**src/rtl/uart_cmd_parser.sv**
```systemverilog
// uart_cmd_parser: decodes framed UART commands into channel trigger/vector registers and read-back responses.
// Ports:
//   clk, nrst           - clock, synchronous active-low reset
//   rx_data/valid/err   - received byte stream from the UART receiver
//   tx_data/valid/ready - response byte stream to the UART transmitter
//   trigout_chN/vctrout_chN (N=0..3) - per-channel trigger level and vector registers
//   trig_en             - global trigger enable
//   idle/busy           - FSM parked in IDLE / not in IDLE
//   cmd_err             - one-cycle error strobe
module uart_cmd_parser #(
    parameter int TIMEOUT_CYC = 12000
) (
    input  logic       clk,
    input  logic       nrst,
    input  logic [7:0] rx_data,
    input  logic       rx_valid,
    input  logic       rx_err,
    output logic [7:0] tx_data,
    output logic       tx_valid,
    input  logic       tx_ready,
    output logic [7:0] trigout_ch0,
    output logic [7:0] trigout_ch1,
    output logic [7:0] trigout_ch2,
    output logic [7:0] trigout_ch3,
    output logic [7:0] vctrout_ch0,
    output logic [7:0] vctrout_ch1,
    output logic [7:0] vctrout_ch2,
    output logic [7:0] vctrout_ch3,
    output logic       trig_en,
    output logic       idle,
    output logic       busy,
    output logic       cmd_err
);
    localparam int TW = $clog2(TIMEOUT_CYC + 1);
    typedef enum logic [2:0] {IDLE, ARG1, ARG2, ARG3, RSP0, RSP1, RSP2} state_t;
    state_t state, state_n;
    logic [7:0] hdr, ch, targ, snap_t, snap_v;
    logic [3:0][7:0] trig, vctr;
    logic [TW-1:0] tmo;
    logic in_arg, tmo_hit, err_n, wr, te_wr, snap;
    assign in_arg  = state == ARG1 || state == ARG2 || state == ARG3;
    assign tmo_hit = tmo == TW'(TIMEOUT_CYC - 1);
    always_ff @(posedge clk)
        state <= !nrst ? IDLE : state_n;
    always_comb begin
        state_n = state;
        err_n   = 1'b0;
        wr      = 1'b0;
        te_wr   = 1'b0;
        snap    = 1'b0;
        case (state)
            IDLE: if (rx_valid) begin
                if (rx_data == 8'h5C || rx_data == 8'h53 || rx_data == 8'hA5) state_n = ARG1;
                else err_n = rx_data != 8'h00;
            end
            ARG1, ARG2, ARG3: if (rx_err) begin
                state_n = IDLE;
                err_n   = 1'b1;
            end else if (rx_valid) begin
                if (state == ARG1 && hdr == 8'h5C) begin
                    te_wr   = 1'b1;
                    state_n = IDLE;
                end else if (state == ARG1 && hdr == 8'hA5) begin
                    snap    = rx_data < 8'd4;
                    err_n   = !snap;
                    state_n = snap ? RSP0 : IDLE;
                end else if (state == ARG3) begin
                    wr      = ch < 8'd4;
                    err_n   = !wr;
                    state_n = IDLE;
                end else begin
                    state_n = state == ARG1 ? ARG2 : ARG3;
                end
            end else if (tmo_hit) begin
                // silence too long mid-frame: drop the frame, nothing is written
                state_n = IDLE;
                err_n   = 1'b1;
            end
            default: begin
                // bytes arriving while answering are dropped but still flagged
                err_n = rx_valid;
                if (tx_ready) state_n = state == RSP0 ? RSP1 : state == RSP1 ? RSP2 : IDLE;
            end
        endcase
    end
    always_ff @(posedge clk) begin
        if (!nrst) begin
            hdr     <= '0;
            ch      <= '0;
            targ    <= '0;
            snap_t  <= '0;
            snap_v  <= '0;
            trig    <= '0;
            vctr    <= '0;
            tmo     <= '0;
            trig_en <= 1'b0;
            cmd_err <= 1'b0;
        end else begin
            cmd_err <= err_n;
            // counts only while waiting in an argument state; any accepted byte or exit clears it
            tmo <= (in_arg && state_n == state && !rx_valid) ? tmo + TW'(1) : '0;
            if (state == IDLE && rx_valid) hdr <= rx_data;
            if (state == ARG1 && rx_valid) ch <= rx_data;
            if (state == ARG2 && rx_valid) targ <= rx_data;
            if (te_wr) trig_en <= rx_data[0];
            if (wr) begin
                trig[ch[1:0]] <= targ;
                vctr[ch[1:0]] <= rx_data;
            end
            if (snap) begin
                snap_t <= trig[rx_data[1:0]];
                snap_v <= vctr[rx_data[1:0]];
            end
        end
    end
    assign tx_valid    = state == RSP0 || state == RSP1 || state == RSP2;
    assign tx_data     = state == RSP0 ? 8'hA5 : state == RSP1 ? snap_t : state == RSP2 ? snap_v : 8'h00;
    assign idle        = state == IDLE;
    assign busy        = !idle;
    assign trigout_ch0 = trig[0];
    assign trigout_ch1 = trig[1];
    assign trigout_ch2 = trig[2];
    assign trigout_ch3 = trig[3];
    assign vctrout_ch0 = vctr[0];
    assign vctrout_ch1 = vctr[1];
    assign vctrout_ch2 = vctr[2];
    assign vctrout_ch3 = vctr[3];
endmodule

```
**config.mk**
```make
export PLATFORM = sky130hd
export DESIGN_NAME = uart_cmd_parser
export DESIGN_NICKNAME = d
export VERILOG_FILES = /design/src/rtl/uart_cmd_parser.sv
export SDC_FILE = /design/constraint.sdc
export NUM_CORES = 1
export LEC_CHECK = 0
export ABC_AREA = 0
export CORE_ASPECT_RATIO = 0.9
export CORE_UTILIZATION = 53
export DETAILED_ROUTE_END_ITERATION = 8
export GPL_TIMING_DRIVEN = 1
export PLACE_DENSITY = 0.85
export SLEW_MARGIN = 10
export SYNTH_ARGS = -nofsm -noshare
export SYNTH_HDL_FRONTEND = slang
export SYNTH_SLANG_ARGS = --single-unit
export TNS_END_PERCENT = 50
```
**constraint.sdc**
```tcl
create_clock -name clk -period 2.7 [get_ports clk]
set_input_delay 0.675 -clock clk [delete_from_list [all_inputs] [get_ports clk]]
set_output_delay 0.675 -clock clk [all_outputs]
set_load 0.01 [all_outputs]
```
; ---- After elaboration in Yosys (flattened, before gate mapping)
; Index checks and enable logic that the tools add are counted.
[totals]
reg_bits = 123
inputBits = 13
out_inout_bits = 77
word_cells = 107
[classes]
addsub = 1
order_cmp = 5
eq_ne = 13
n_mux = 49
n_reduce_logical = 22
[ops]
columns = op, n
row1 = $bwmux W32, 2
row2 = $mux W8, 6
row3 = $mux W3, 11
row4 = $bmux W8 S2, 2
row5 = $eq A8 B7 Y1 const B, 3
row6 = $mux W1, 24
row7 = $demux W8 S2, 1
row8 = $eq A8 B8 Y1 const B, 2
row9 = $lt A8 B3 Y1 const B, 2
row10 = $add A14 B1 Y14 const B, 1
row11 = $eq A14 B14 Y1 const B, 1
row12 = $eq A3 B3 Y1 const B, 3
row13 = $logic_and A1 B1 Y1, 8
row14 = $reduce_bool A8 Y1, 1
row15 = $eq A3 B2 Y1 const B, 2
row16 = $logic_or A1 B1 Y1, 6
row17 = $lt A2 B3 Y1 const B, 2
row18 = $pmux W3 S2, 1
row19 = $logic_not A1 Y1, 4
row20 = $eq A3 B1 Y1 const B, 1
row21 = $eq A3 B3 Y1, 1
row22 = $logic_not A3 Y1, 1
row23 = $reduce_or A3 Y1, 1
row24 = $ge A2 B1 Y1 const B, 1
row25 = 3 further kinds, 3

; ---- Depth between registers and ports, before layout
[logic_depth]
ltp_word = 12
mapped_depth = 8
depth_no_buf = 6

; ---- Least setup slack after synthesis
; OpenSTA, ideal clock, no wires.
[synth_path]
path_type = input to register
start = input port rx_valid
end = register trig, in the netlist trigout_ch2[0]
setup_ps = 72
arrival_time_ps = 2130
required_time_ps = 2628
setup_slack_ps = 498
path_stages = 8
n_path_buf = 3
cell_sequence = buf_4 and2b_2 nand2b_4 or3_4 nor3b_2 buf_6 buf_12 mux2i_1
[synth_via]
elab_chain_cells = 3
[synth_lines]
columns = item, line
row1 = "start, declared", 16  ; input logic rx_valid,
row2 = $mux W1, 59  ; end else if (rx_valid) begin
row3 = $mux W1, 56  ; ARG1, ARG2, ARG3: if (rx_err) begin
row4 = $mux W1, 51  ; case (state)
row5 = "end signal, assigned by index", 107  ; trig[ch[1:0]] <= targ;
row6 = "end, declared", 38  ; logic [3:0][7:0] trig, vctr;
; Every way passes these cells.
; A chain may end at the register's enable or synchronous reset.

; ---- Final worst setup path
[layout_path]
start = register state[0]
end = output port idle
[layout_via]
elab_chain_cells = 1
[layout_lines]
columns = item, line
row1 = "start, declared", 36  ; state_t state, state_n;
row2 = "start signal, assigned", 44  ; state <= !nrst ? IDLE : state_n;
row3 = $logic_not A3 Y1, 118  ; assign idle = state == IDLE;
row4 = "end, declared", 30  ; output logic idle,
; Every way passes these cells.

==> metrics.csv <==
metric;value;unit
max_cap viols;0;
Sw Pwr;0.9393;mW
cts bufs inserted;17;
register area share after synthesis;44.40;%
# DRC;0;
I/O pin cnt;90;
Leakage;2.464;nW
# diodes;0;
Die X;109.8;um
sw frac;22.28;%
Final ANT Viol Nets;0;
global-route wire length before repair;23720;um
VDD IR max;0.4799;mV
Internal;3.276;mW
Min-Delay Path Class;reg2reg;
fill count;730;
htree depth;4;
power consumption;4.215;mW
Synth Net Count;595;
min cycle time layout;2.569;ns
core area;10200;sq um
Cells after Synth;581;
post-DP HPWL;10010;um
Syn Area/Cell;9.544;sq um
unrepaired setup endpoints after global routing;no;
DR vias/cell;5.852;
clk sinks;123;
Final Cell Area;7228;sq um
Sequential Power Share;43.4;%
area leader, netlist;dfxtp_1;
via count;4781;
area delta synth->final;30.35;%
Reg2Reg Setup Slack;0.51;ns
initial detailed-routing violation count;464;
Rows;35;
final net count;689;
register bit count reported by yosys;123;
DP Worst Slack;-0.01625;ns
Startpoint Class;register;
gr ovfl total;0;
Hold Path Stages;2;
layout cells sized above 1;12.65;%
commonest cells after routing, fill and taps aside;124 x nand2_1, 122 x dfxtp_1, 88 x clkdlybuf4s50_1;
postcts setup bufs;0;
count of different cell masters after synthesis;57;
GP Congestion;0.8656;
Worst-Skew Late Latency;0.42;ns
mapped cell area;5545;sq um
WHS;0.4585;ns
Worst-path clk slew;0.06;ns
Placed Instance Area;6639;sq um
ys async rst share;0;%
largest net degree at the start of global routing;77;
synth top area cells;dfxtp_1 44%, mux2i_1 12%, nand2_1 8.4%, mux4_2 6.5%, nor2b_1 3.3%;
Final Hold Fails;0;
cts repair resizes;0;
number of cells on the worst reg-to-reg path;7;
Layout Skew;0.008641;ns
pwr dens;583.1;nW/um^2
overall global routing resource usage;29.09;%
Hold Buf Count CTS;0;
crit share post-route;95.13;%
final setup margin;0.1314;ns
CP endpoint kind;primary output;
top-area cell type share of the netlist area;44.40;%
CTS root buffer;clkbuf_16;
combinational power share;3.7;%
status;finished clean;
slew margin rel.;54.70;%
Critical Path AT;1.89;ns
Post-synth EDFFs;0;
initial antenna violation count;0;
TritonCTS clock tree;yes;
worst-margin pin slew;0.6795;ns
fin. max-slew vios;0;
Worst Path Max Fanout;15;
Req. time, crit path;2.03;ns
starting density of the core;54.35;%
total wire length;15140;um
Die Span Y;99.04;um
f_max;0.3893;GHz
Port Buffers;89;
die area;10880;sq um
vias in the first global route;4711;
post-DR wirelength/cell;18.53;um
clock share of power;53.0;%
yosys warns;0;
final setup vio count;0;
maximum clock insertion buffer count;2;
ys flop type;dfxtp_1;
kind of critical path;reg2out;
drt first pass iters;5;
most common cell after layout, fill and taps aside;nand2_1;
## state kept, by name, summed over array words and instances (netlist names)
name / count
trigout_ch0: 8
trig_en: 1
vctrout_ch3: 8
hdr: 8
cmd_err: 1
snap_t: 8
vctrout_ch2: 8
vctrout_ch1: 8
state: 3
trigout_ch3: 8
snap_v: 8
tmo: 14
ch: 8
targ: 8
trigout_ch1: 8
vctrout_ch0: 8
trigout_ch2: 8
## power by group through the flow
| stage | sequential, mW | clock [mW] | combinational [mW] |
|---|---|---|---|
| 2_1_floorplan | 1.87 | 0 | 0.0865 |
| 4_1_cts | 1.83 | 2.23 | 0.152 |
| 3_5_place_dp | 1.87 | 0 | 0.150 |
| 5_1_grt | 1.83 | 2.33 | 0.164 |
| 6_report | 1.83 | 2.23 | 0.154 |
| 3_3_place_gp | 1.87 | 0 | 0.147 |
## per-layer routing
layer	GRT usage, %	wire length, um	vias to the layer above
met4	10.97	308	0
met3	8.862	1106	31
li1	-	-	2201
met5	0	0	-
met2	46.35	7373	232
met1	36.83	6352	2317
## area by class of cell
cell class                 count  area [sq um]  share of cell area, %
inverter                       8         30.03                 0.4154
tap                          129         161.4                  2.233
clock buffer                  19         442.9                  6.128
sequential                   123          2464                  34.08
timing repair buffer         117          1161                  16.06
clock inverter                13         142.6                  1.973
multi-input combinational    408          2826                  39.10
## cells in the mapped netlist (9+ instances only)
| cell | n |
|---|---|
| nand3_1 | 22 |
| a21boi_1 | 22 |
| a21oi_1 | 9 |
| nor2_1 | 19 |
| mux4_2 | 16 |
| mux2i_1 | 65 |
| nand2_1 | 124 |
| dfxtp_1 | 123 |
| nor2b_1 | 29 |
| xor2_1 | 10 |
| o21ai_1 | 16 |
| clkbuf_1 | 26 |
## final timing paths
| check | startpoint | to |
|---|---|---|
| max | state[0]$_SDFF_PN0_ | idle |
| min | targ[6]$_SDFFE_PN0P_ | targ[6]$_SDFFE_PN0P_ |
| max reg2reg | state[0]$_SDFF_PN0_ | vctrout_ch2[1]$_SDFFE_PN0P_ |
| min reg2reg | targ[6]$_SDFFE_PN0P_ | targ[6]$_SDFFE_PN0P_ |
## worst max-delay path: stages (launching register included)
cell and delay (ns):
dfxtp_1 0.32, buf_4 0.18, or3_1 0.39, inv_1 0.06, clkdlybuf4s50_1 0.52
## stage by stage
stage / instances / TNS [ns] / util (%)
after floorplan: 581 / 0 / -
final: 817 / 0 / 70.84
after CTS: 817 / 0 / 70.80
after detailed placement: 785 / -0.01625 / 65.06
after global routing: 817 / 0 / 70.84
after global placement: 785 / 0 / 65.06
## logic make-up after synthesis
kind of cell	after synthesis	share of synthesized area, %
AND/OR/NAND/NOR	245	22.11
flip-flops	123	44.40
multiplexers	81	18.23
AO/OA/AOI/OAI	69	8.304
buffers and inverters	50	4.828
XOR/XNOR	12	1.895
adder cells (fa/ha/maj)	1	0.2256
(Power assumes the default switching activity.)
